--- config.mk ---
export PLATFORM = sky130hd
export DESIGN_NAME = uart_alu_pkt_tx_flat
export DESIGN_NICKNAME = d
export VERILOG_FILES = /design/src/rtl/uart_alu_pkt_tx_if.sv /design/src/rtl/uart_alu_pkt_tx.sv /design/src/flat_wrapper.sv
export SDC_FILE = /design/constraint.sdc
export NUM_CORES = 1
export LEC_CHECK = 0
export CAP_MARGIN = 20
export CORE_ASPECT_RATIO = 0.7
export CORE_UTILIZATION = 25
export CTS_CLUSTER_SIZE = 25
export DETAILED_ROUTE_END_ITERATION = 10
export PLACE_DENSITY_LB_ADDON = 0.08
export SYNTH_ARGS = -nofsm -noshare
export SYNTH_HDL_FRONTEND = slang
export SYNTH_SLANG_ARGS = --single-unit
--- constraint.sdc ---
create_clock -name clk_i -period 1.99 [get_ports clk_i]
set_clock_uncertainty 0.15 [all_clocks]
set_input_delay 0.2985 -clock clk_i [delete_from_list [all_inputs] [get_ports clk_i]]
set_output_delay 0.2985 -clock clk_i [all_outputs]
set_load 0.02 [all_outputs]
--- src/rtl/uart_alu_pkt_tx_if.sv ---
// Command, operand-word and output byte-stream bundle for uart_alu_pkt_tx.
// master = packet source / byte sink side, slave = the serialiser itself.
interface uart_alu_pkt_tx_if #(
  parameter int WORD_WIDTH = 32,
  parameter int MAX_WORDS  = 16,
  parameter int CNT_W      = $clog2(MAX_WORDS + 1)
);
  logic                  cmd_valid_i;
  logic                  cmd_ready_o;
  logic [7:0]            cmd_opcode_i;
  logic [CNT_W-1:0]      cmd_nwords_i;
  logic                  s_word_valid_i;
  logic                  s_word_ready_o;
  logic [WORD_WIDTH-1:0] s_word_data_i;
  logic [7:0]            m_axis_tdata_o;
  logic                  m_axis_tvalid_o;
  logic                  m_axis_tready_i;
  logic                  m_axis_tlast_o;
  logic                  busy_o;
  logic                  err_o;

  modport master (
    output cmd_valid_i, cmd_opcode_i, cmd_nwords_i, s_word_valid_i, s_word_data_i,
           m_axis_tready_i,
    input  cmd_ready_o, s_word_ready_o, m_axis_tdata_o, m_axis_tvalid_o, m_axis_tlast_o,
           busy_o, err_o
  );

  modport slave (
    input  cmd_valid_i, cmd_opcode_i, cmd_nwords_i, s_word_valid_i, s_word_data_i,
           m_axis_tready_i,
    output cmd_ready_o, s_word_ready_o, m_axis_tdata_o, m_axis_tvalid_o, m_axis_tlast_o,
           busy_o, err_o
  );
endinterface

--- src/rtl/uart_alu_pkt_tx.sv ---
// UART ALU command-packet serialiser: opcode, 0x00, LEN lo/hi, payload words LSB-byte first.
// Optional trailing XOR checksum byte when UART_ALU_PKT_CHECKSUM_EN is defined.
module uart_alu_pkt_tx #(
  parameter int WORD_WIDTH = 32,
  parameter int MAX_WORDS  = 16,
  parameter int CNT_W      = $clog2(MAX_WORDS + 1)
) (
  input logic              clk_i,
  input logic              rst_ni,
  uart_alu_pkt_tx_if.slave bus
);
  localparam int WORD_BYTES = WORD_WIDTH / 8;
  localparam int IDX_W      = (WORD_BYTES > 1) ? $clog2(WORD_BYTES) : 1;
`ifdef UART_ALU_PKT_CHECKSUM_EN
  localparam int CSUM_BYTES = 1;
`else
  localparam int CSUM_BYTES = 0;
`endif

  // state  | meaning
  // IDLE   | wait for command | OP/RSV/LEN_LO/LEN_HI header bytes
  // LOAD   | fetch next word  | PAY payload bytes | CSUM checksum byte
  typedef enum logic [2:0] {
    IDLE   = 3'd0,
    OP     = 3'd1,
    RSV    = 3'd2,
    LEN_LO = 3'd3,
    LEN_HI = 3'd4,
    LOAD   = 3'd5,
    PAY    = 3'd6
`ifdef UART_ALU_PKT_CHECKSUM_EN
    , CSUM = 3'd7
`endif
  } state_t;

`ifdef UART_ALU_PKT_CHECKSUM_EN
  localparam state_t TAIL = CSUM;
  logic [7:0] csum_q;
`else
  localparam state_t TAIL = IDLE;
`endif

  state_t                state_q, state_d;
  logic [7:0]            opcode_q;
  logic [CNT_W-1:0]      words_left_q;
  logic [WORD_WIDTH-1:0] word_q;
  logic [IDX_W-1:0]      idx_q;
  logic                  cmd_ready_q, err_q;
  logic                  cmd_hs, cmd_ok, word_hs, byte_hs, word_end, last_word;
  logic [15:0]           frame_len;
  logic [7:0]            tdata;
  logic                  tvalid, tlast;

  assign cmd_hs    = bus.cmd_valid_i && cmd_ready_q;
  assign cmd_ok    = bus.cmd_nwords_i <= CNT_W'(MAX_WORDS);
  assign word_hs   = bus.s_word_valid_i && (state_q == LOAD);
  assign byte_hs   = tvalid && bus.m_axis_tready_i;
  assign word_end  = idx_q == IDX_W'(WORD_BYTES - 1);
  assign last_word = words_left_q == CNT_W'(1);
  // words_left_q still holds the full word count throughout the header
  assign frame_len = 16'(4 + CSUM_BYTES) + 16'(words_left_q) * 16'(WORD_BYTES);

  always_ff @(posedge clk_i or negedge rst_ni) begin
    if (!rst_ni) state_q <= IDLE;
    else         state_q <= state_d;
  end

  always_comb begin
    state_d = state_q;
    case (state_q)
      IDLE:   if (cmd_hs && cmd_ok) state_d = OP;
      OP:     if (byte_hs) state_d = RSV;
      RSV:    if (byte_hs) state_d = LEN_LO;
      LEN_LO: if (byte_hs) state_d = LEN_HI;
      LEN_HI: if (byte_hs) state_d = (words_left_q == '0) ? TAIL : LOAD;
      LOAD:   if (word_hs) state_d = PAY;
      PAY:    if (byte_hs && word_end) state_d = last_word ? TAIL : LOAD;
`ifdef UART_ALU_PKT_CHECKSUM_EN
      CSUM:   if (byte_hs) state_d = IDLE;
`endif
      default: state_d = IDLE;
    endcase
  end

  always_comb begin
    tvalid = 1'b0;
    tdata  = 8'h00;
    tlast  = 1'b0;
    case (state_q)
      OP:     begin tvalid = 1'b1; tdata = opcode_q; end
      RSV:    tvalid = 1'b1;
      LEN_LO: begin tvalid = 1'b1; tdata = frame_len[7:0]; end
      LEN_HI: begin
        tvalid = 1'b1;
        tdata  = frame_len[15:8];
`ifndef UART_ALU_PKT_CHECKSUM_EN
        tlast  = words_left_q == '0;
`endif
      end
      PAY: begin
        tvalid = 1'b1;
        tdata  = word_q[7:0];
`ifndef UART_ALU_PKT_CHECKSUM_EN
        tlast  = word_end && last_word;
`endif
      end
`ifdef UART_ALU_PKT_CHECKSUM_EN
      CSUM:   begin tvalid = 1'b1; tdata = csum_q; tlast = 1'b1; end
`endif
      default: ;
    endcase
  end

  // cmd_ready follows the next state, so it is registered yet already high on entering IDLE
  always_ff @(posedge clk_i or negedge rst_ni) begin
    if (!rst_ni) begin
      cmd_ready_q  <= 1'b0;
      err_q        <= 1'b0;
      opcode_q     <= '0;
      words_left_q <= '0;
      word_q       <= '0;
      idx_q        <= '0;
    end else begin
      cmd_ready_q <= state_d == IDLE;
      err_q       <= cmd_hs && !cmd_ok;
      if (cmd_hs && cmd_ok) begin
        opcode_q     <= bus.cmd_opcode_i;
        words_left_q <= bus.cmd_nwords_i;
      end
      if (word_hs) begin
        word_q <= bus.s_word_data_i;
        idx_q  <= '0;
      end else if (byte_hs && state_q == PAY) begin
        word_q <= word_q >> 8;
        idx_q  <= idx_q + IDX_W'(1);
        if (word_end) words_left_q <= words_left_q - CNT_W'(1);
      end
    end
  end

`ifdef UART_ALU_PKT_CHECKSUM_EN
  always_ff @(posedge clk_i or negedge rst_ni) begin
    if (!rst_ni)      csum_q <= '0;
    else if (cmd_hs)  csum_q <= '0;
    else if (byte_hs) csum_q <= csum_q ^ tdata;
  end
`endif

  assign bus.cmd_ready_o     = cmd_ready_q;
  assign bus.s_word_ready_o  = state_q == LOAD;
  assign bus.m_axis_tdata_o  = tdata;
  assign bus.m_axis_tvalid_o = tvalid;
  assign bus.m_axis_tlast_o  = tlast;
  assign bus.busy_o          = state_q != IDLE;
  assign bus.err_o           = err_q;
endmodule

--- src/flat_wrapper.sv ---
// flat-port wrapper written by rule: the top's interface ports become plain ports
module uart_alu_pkt_tx_flat 
#(
  parameter int WORD_WIDTH = 32,
  parameter int MAX_WORDS  = 16,
  parameter int CNT_W      = $clog2(MAX_WORDS + 1)
)
  (clk_i, rst_ni, bus_cmd_valid_i, bus_cmd_opcode_i, bus_cmd_nwords_i, bus_s_word_valid_i, bus_s_word_data_i, bus_m_axis_tready_i, bus_cmd_ready_o, bus_s_word_ready_o, bus_m_axis_tdata_o, bus_m_axis_tvalid_o, bus_m_axis_tlast_o, bus_busy_o, bus_err_o);
  uart_alu_pkt_tx_if #(.WORD_WIDTH(WORD_WIDTH), .MAX_WORDS(MAX_WORDS), .CNT_W(CNT_W)) bus_i ();
  input logic clk_i;
  input logic rst_ni;
  input wire logic [$bits(bus_i.cmd_valid_i)-1:0] bus_cmd_valid_i;
  input wire logic [$bits(bus_i.cmd_opcode_i)-1:0] bus_cmd_opcode_i;
  input wire logic [$bits(bus_i.cmd_nwords_i)-1:0] bus_cmd_nwords_i;
  input wire logic [$bits(bus_i.s_word_valid_i)-1:0] bus_s_word_valid_i;
  input wire logic [$bits(bus_i.s_word_data_i)-1:0] bus_s_word_data_i;
  input wire logic [$bits(bus_i.m_axis_tready_i)-1:0] bus_m_axis_tready_i;
  output wire logic [$bits(bus_i.cmd_ready_o)-1:0] bus_cmd_ready_o;
  output wire logic [$bits(bus_i.s_word_ready_o)-1:0] bus_s_word_ready_o;
  output wire logic [$bits(bus_i.m_axis_tdata_o)-1:0] bus_m_axis_tdata_o;
  output wire logic [$bits(bus_i.m_axis_tvalid_o)-1:0] bus_m_axis_tvalid_o;
  output wire logic [$bits(bus_i.m_axis_tlast_o)-1:0] bus_m_axis_tlast_o;
  output wire logic [$bits(bus_i.busy_o)-1:0] bus_busy_o;
  output wire logic [$bits(bus_i.err_o)-1:0] bus_err_o;
  assign bus_i.cmd_valid_i = bus_cmd_valid_i;
  assign bus_i.cmd_opcode_i = bus_cmd_opcode_i;
  assign bus_i.cmd_nwords_i = bus_cmd_nwords_i;
  assign bus_i.s_word_valid_i = bus_s_word_valid_i;
  assign bus_i.s_word_data_i = bus_s_word_data_i;
  assign bus_i.m_axis_tready_i = bus_m_axis_tready_i;
  assign bus_cmd_ready_o = bus_i.cmd_ready_o;
  assign bus_s_word_ready_o = bus_i.s_word_ready_o;
  assign bus_m_axis_tdata_o = bus_i.m_axis_tdata_o;
  assign bus_m_axis_tvalid_o = bus_i.m_axis_tvalid_o;
  assign bus_m_axis_tlast_o = bus_i.m_axis_tlast_o;
  assign bus_busy_o = bus_i.busy_o;
  assign bus_err_o = bus_i.err_o;
  uart_alu_pkt_tx #(.WORD_WIDTH(WORD_WIDTH), .MAX_WORDS(MAX_WORDS), .CNT_W(CNT_W)) u_core (.clk_i(clk_i), .rst_ni(rst_ni), .bus(bus_i));
endmodule
==> metrics.cfg <==
[outcome]
outcome = complete, but fails checks
failed_checks = setup timing

[worst_hold_path]
hold_depth = 2
min_from = u_core.word_q[14]
min_path_type = register to register
min_to = u_core.word_q[14]

[setup_path]
r2r-end = u_core.bus.cmd_ready_o
crit_chain = inv_2 -> ha_4 -> or4b_4 -> o22ai_2 -> and2_4 -> buf_6
reg2reg_depth = 7
r2r_start = u_core.words_left_q[0]
endpoint_kind = output port
cp.buffers_inverters = 2
critPathArrivalTime_ns = 1.78
cp_slowest_cell = or4b_4
cp_max_fo = 3
cpPeakStageDelay_ns = 0.46
rrSetupSlack_ns = 0.07
worstSetupStartpointType = register
required_ns = 1.54
cp_top_family = simple AND/OR/NAND/NOR gates
path_class = register to output port

[floorplan]
die-area_um2 = 11300
fp.dieH_um = 89.4
num_rows = 31
start_util_pct = 26.0
core_area_um2 = 10500
io_pins = 64
die_x_um = 127

[routing]
vias = 2481
via_per_inst = 4.73
drc_errors = 0
firstDrtPassIters = 4
drt-initial-drc-count = 123
wirelength_mm = 7.83
wl_per_cell_um = 14.9
antenna_left = 0

[sta]
setup_viol_count_final = 4
slew_headroom_pct = 72.1
fmax_ghz = 0.448
fin_ws_ns = -0.240
drv_slew = 0
fin_crit_ns = 2.23
hold_viol_final = 0
tightestPinTransition_ns = 0.416
tns_ns = -0.514
rsz0062_at_grt = true
period_share_pct = 112

[clock_tree]
clkLatencyLatePin_ns = 0.29
h-tree-depth = 2
cts_num_sinks = 52
clk_pin_slew_ns = 0.07
ctsLongestPathBuffers = 2
cts_root_buffer = clkbuf_16
cts_tree = done
numCtsBuffers = 5

[power]
switching_share_pct = 37.3
power.internal_mw = 3.34
pwr-share-seq_pct = 33.9
power_per_cell_area_nw_per_um2 = 1320
power_switching_mw = 1.98
p_comb_share_pct = 47.1
ir_drop_uv = 532
p_leak_nw = 1.83
pwr-share-clk_pct = 19.0

[grt]
grt_pass1_wl_mm = 12.8
grt_max_degree = 53
grt_pass1_vias = 2478
grt_use_total_pct = 14.8
grt_antenna_before_repair = 0
grt_remaining_overflow = 0

[final_layout]
drive_gt1_share_pct = 23.2
multi_input_area_um2 = 1370
syn_to_final_growth_pct = 48.3
postLayoutCellArea_um2 = 4040
fin_cells = 525
fillerInstances = 1101
final_cell_mix = nand2_1 (76), dfrtp_1 (51), clkdlybuf4s50_1 (50)
diodes = 0
regArea_um2 = 1300
final_common_cell = nand2_1
nets = 447

[place]
place_congestion = 0.772
place_area_um2 = 3780
dp.cells = 514
place_hpwl_mm = 5.75
pre_cts_ws_ns = -0.410
io_buffers = 63

[synth]
synth_edf_count = 0
synth_cells = 296
yosys_warnings = 0
ys.flop_type = dfrtp_1
async_flop_share_pct = 100
synth_seq_cells = 52
seq_area_frac_synth_pct = 47.7
ys_types = 46
syn_nets = 351
syn-cell-area_um2 = 2730
postSynthAreaPerCell_um2 = 9.21

[run]
maxCapViolCount = 0

==> how the worst max path moves through the flow <==
stage | start | endpoint | cells past startpoint
finish | u_core.words_left_q[0] | bus_m_axis_tlast_o | 6
global route | u_core.words_left_q[0] | bus_m_axis_tlast_o | 6
CTS | u_core.words_left_q[0] | bus_m_axis_tlast_o | 6
detailed placement | u_core.words_left_q[1] | bus_m_axis_tlast_o | 6
global placement | u_core.words_left_q[0] | bus_m_axis_tlast_o | 6
floorplan | u_core.words_left_q[0] | bus_m_axis_tlast_o | 5
==> cell families (layout without fill, tap and decap cells) <==
logic type	count (synthesis)	after routing	synth area share (%)
simple gates	125	125	21.4
compound gates	69	69	17.9
flops	52	52	47.7
buf+inv	30	127	4.96
mux	12	12	4.77
fa+ha+maj	5	5	2.29
xor+xnor	3	3	0.964
==> worst min-delay path, cell delays in order (launching register included) <==
cell     delay, ns
dfrtp_1       0.34
nand2_1       0.05
nand2_1       0.06
==> power by group through the flow <==
stage / combinational (mW) / clock (mW) / sequential, mW
finish: 2.51 / 1.01 / 1.81
global route: 2.79 / 1.08 / 1.86
CTS: 2.41 / 1.04 / 1.80
detailed placement: 2.36 / 0 / 1.82
global placement: 2.36 / 0 / 1.82
floorplan: 1.35 / 0 / 1.74
==> registers in the layout, summed over array words and instances (netlist names) <==
register,flops
u_core.word_q,32
u_core.opcode_q,8
u_core.words_left_q,5
u_core.state_q,3
u_core.idx_q,2
u_core.bus.cmd_ready_o,1
u_core.bus.err_o,1
==> cell type report <==
| cell class | instances | share of cell area (%) |
|---|---|---|
| multi-input cells | 214 | 33.9 |
| flip-flops and latches | 52 | 32.2 |
| repair buffers | 110 | 24.8 |
| well taps | 132 | 4.08 |
| clock buffers | 6 | 3.19 |
| clock inverters | 2 | 0.959 |
| inverters | 9 | 0.835 |
==> synthesized netlist by cell type, types with 2 or more instances <==
cell	n	share of area, %
nand4_1	2	0.46
nand4b_1	2	0.64
dfrtp_1	52	48
o21ai_1	9	1.7
nand2_1	76	10
inv_1	9	1.2
xor2_1	2	0.64
nor2b_1	4	0.92
nor2_1	17	2.3
a31oi_1	9	2.1
a22oi_1	16	4.4
o22ai_1	2	0.46
a22o_1	5	1.6
o21ai_0	7	1.3
mux2_2	2	0.83
nor3_1	5	0.92
mux2i_1	4	1.5
and4b_1	3	1.1
a32o_1	2	0.73
a21oi_1	10	1.8
a311oi_1	2	0.64
clkbuf_1	7	0.96
mux2_1	6	2.5
nand3_1	4	0.73
buf_2	12	2.2
or3_1	2	0.46
and3b_1	2	0.64
ha_1	5	2.3
==> what timing repair did <==
action | CTS | global route
endpoints found under the setup margin | 12 | 32
buffers inserted | 2 | 1
gates resized for setup | 60 | 18
endpoints found under the hold margin | 52 | 0
pin swaps | 4 | 6
hold buffers | 1 | 0
==> per-stage QoR <==
step | util, % | hold WS [ns] | total power, mW
finish | 38.6 | 0.332 | 5.32
global route | 38.6 | 0.354 | 5.74
CTS | 38.0 | 0.338 | 5.25
detailed placement | 36.1 | 0.170 | 4.18
global placement | 36.1 | 0.169 | 4.18
floorplan | - | -0.147 | 3.09
==> layer usage <==
layer | wire (um) | part of all wire, % | global-route usage [%]
met1 | 4160 | 53 | 22.3
met2 | 3300 | 42 | 21.0
met3 | 302 | 3.9 | 2.99
met4 | 77 | 0.98 | 4.22
met5 | 0 | 0 | 0
Power figures use the tool's default switching activity.
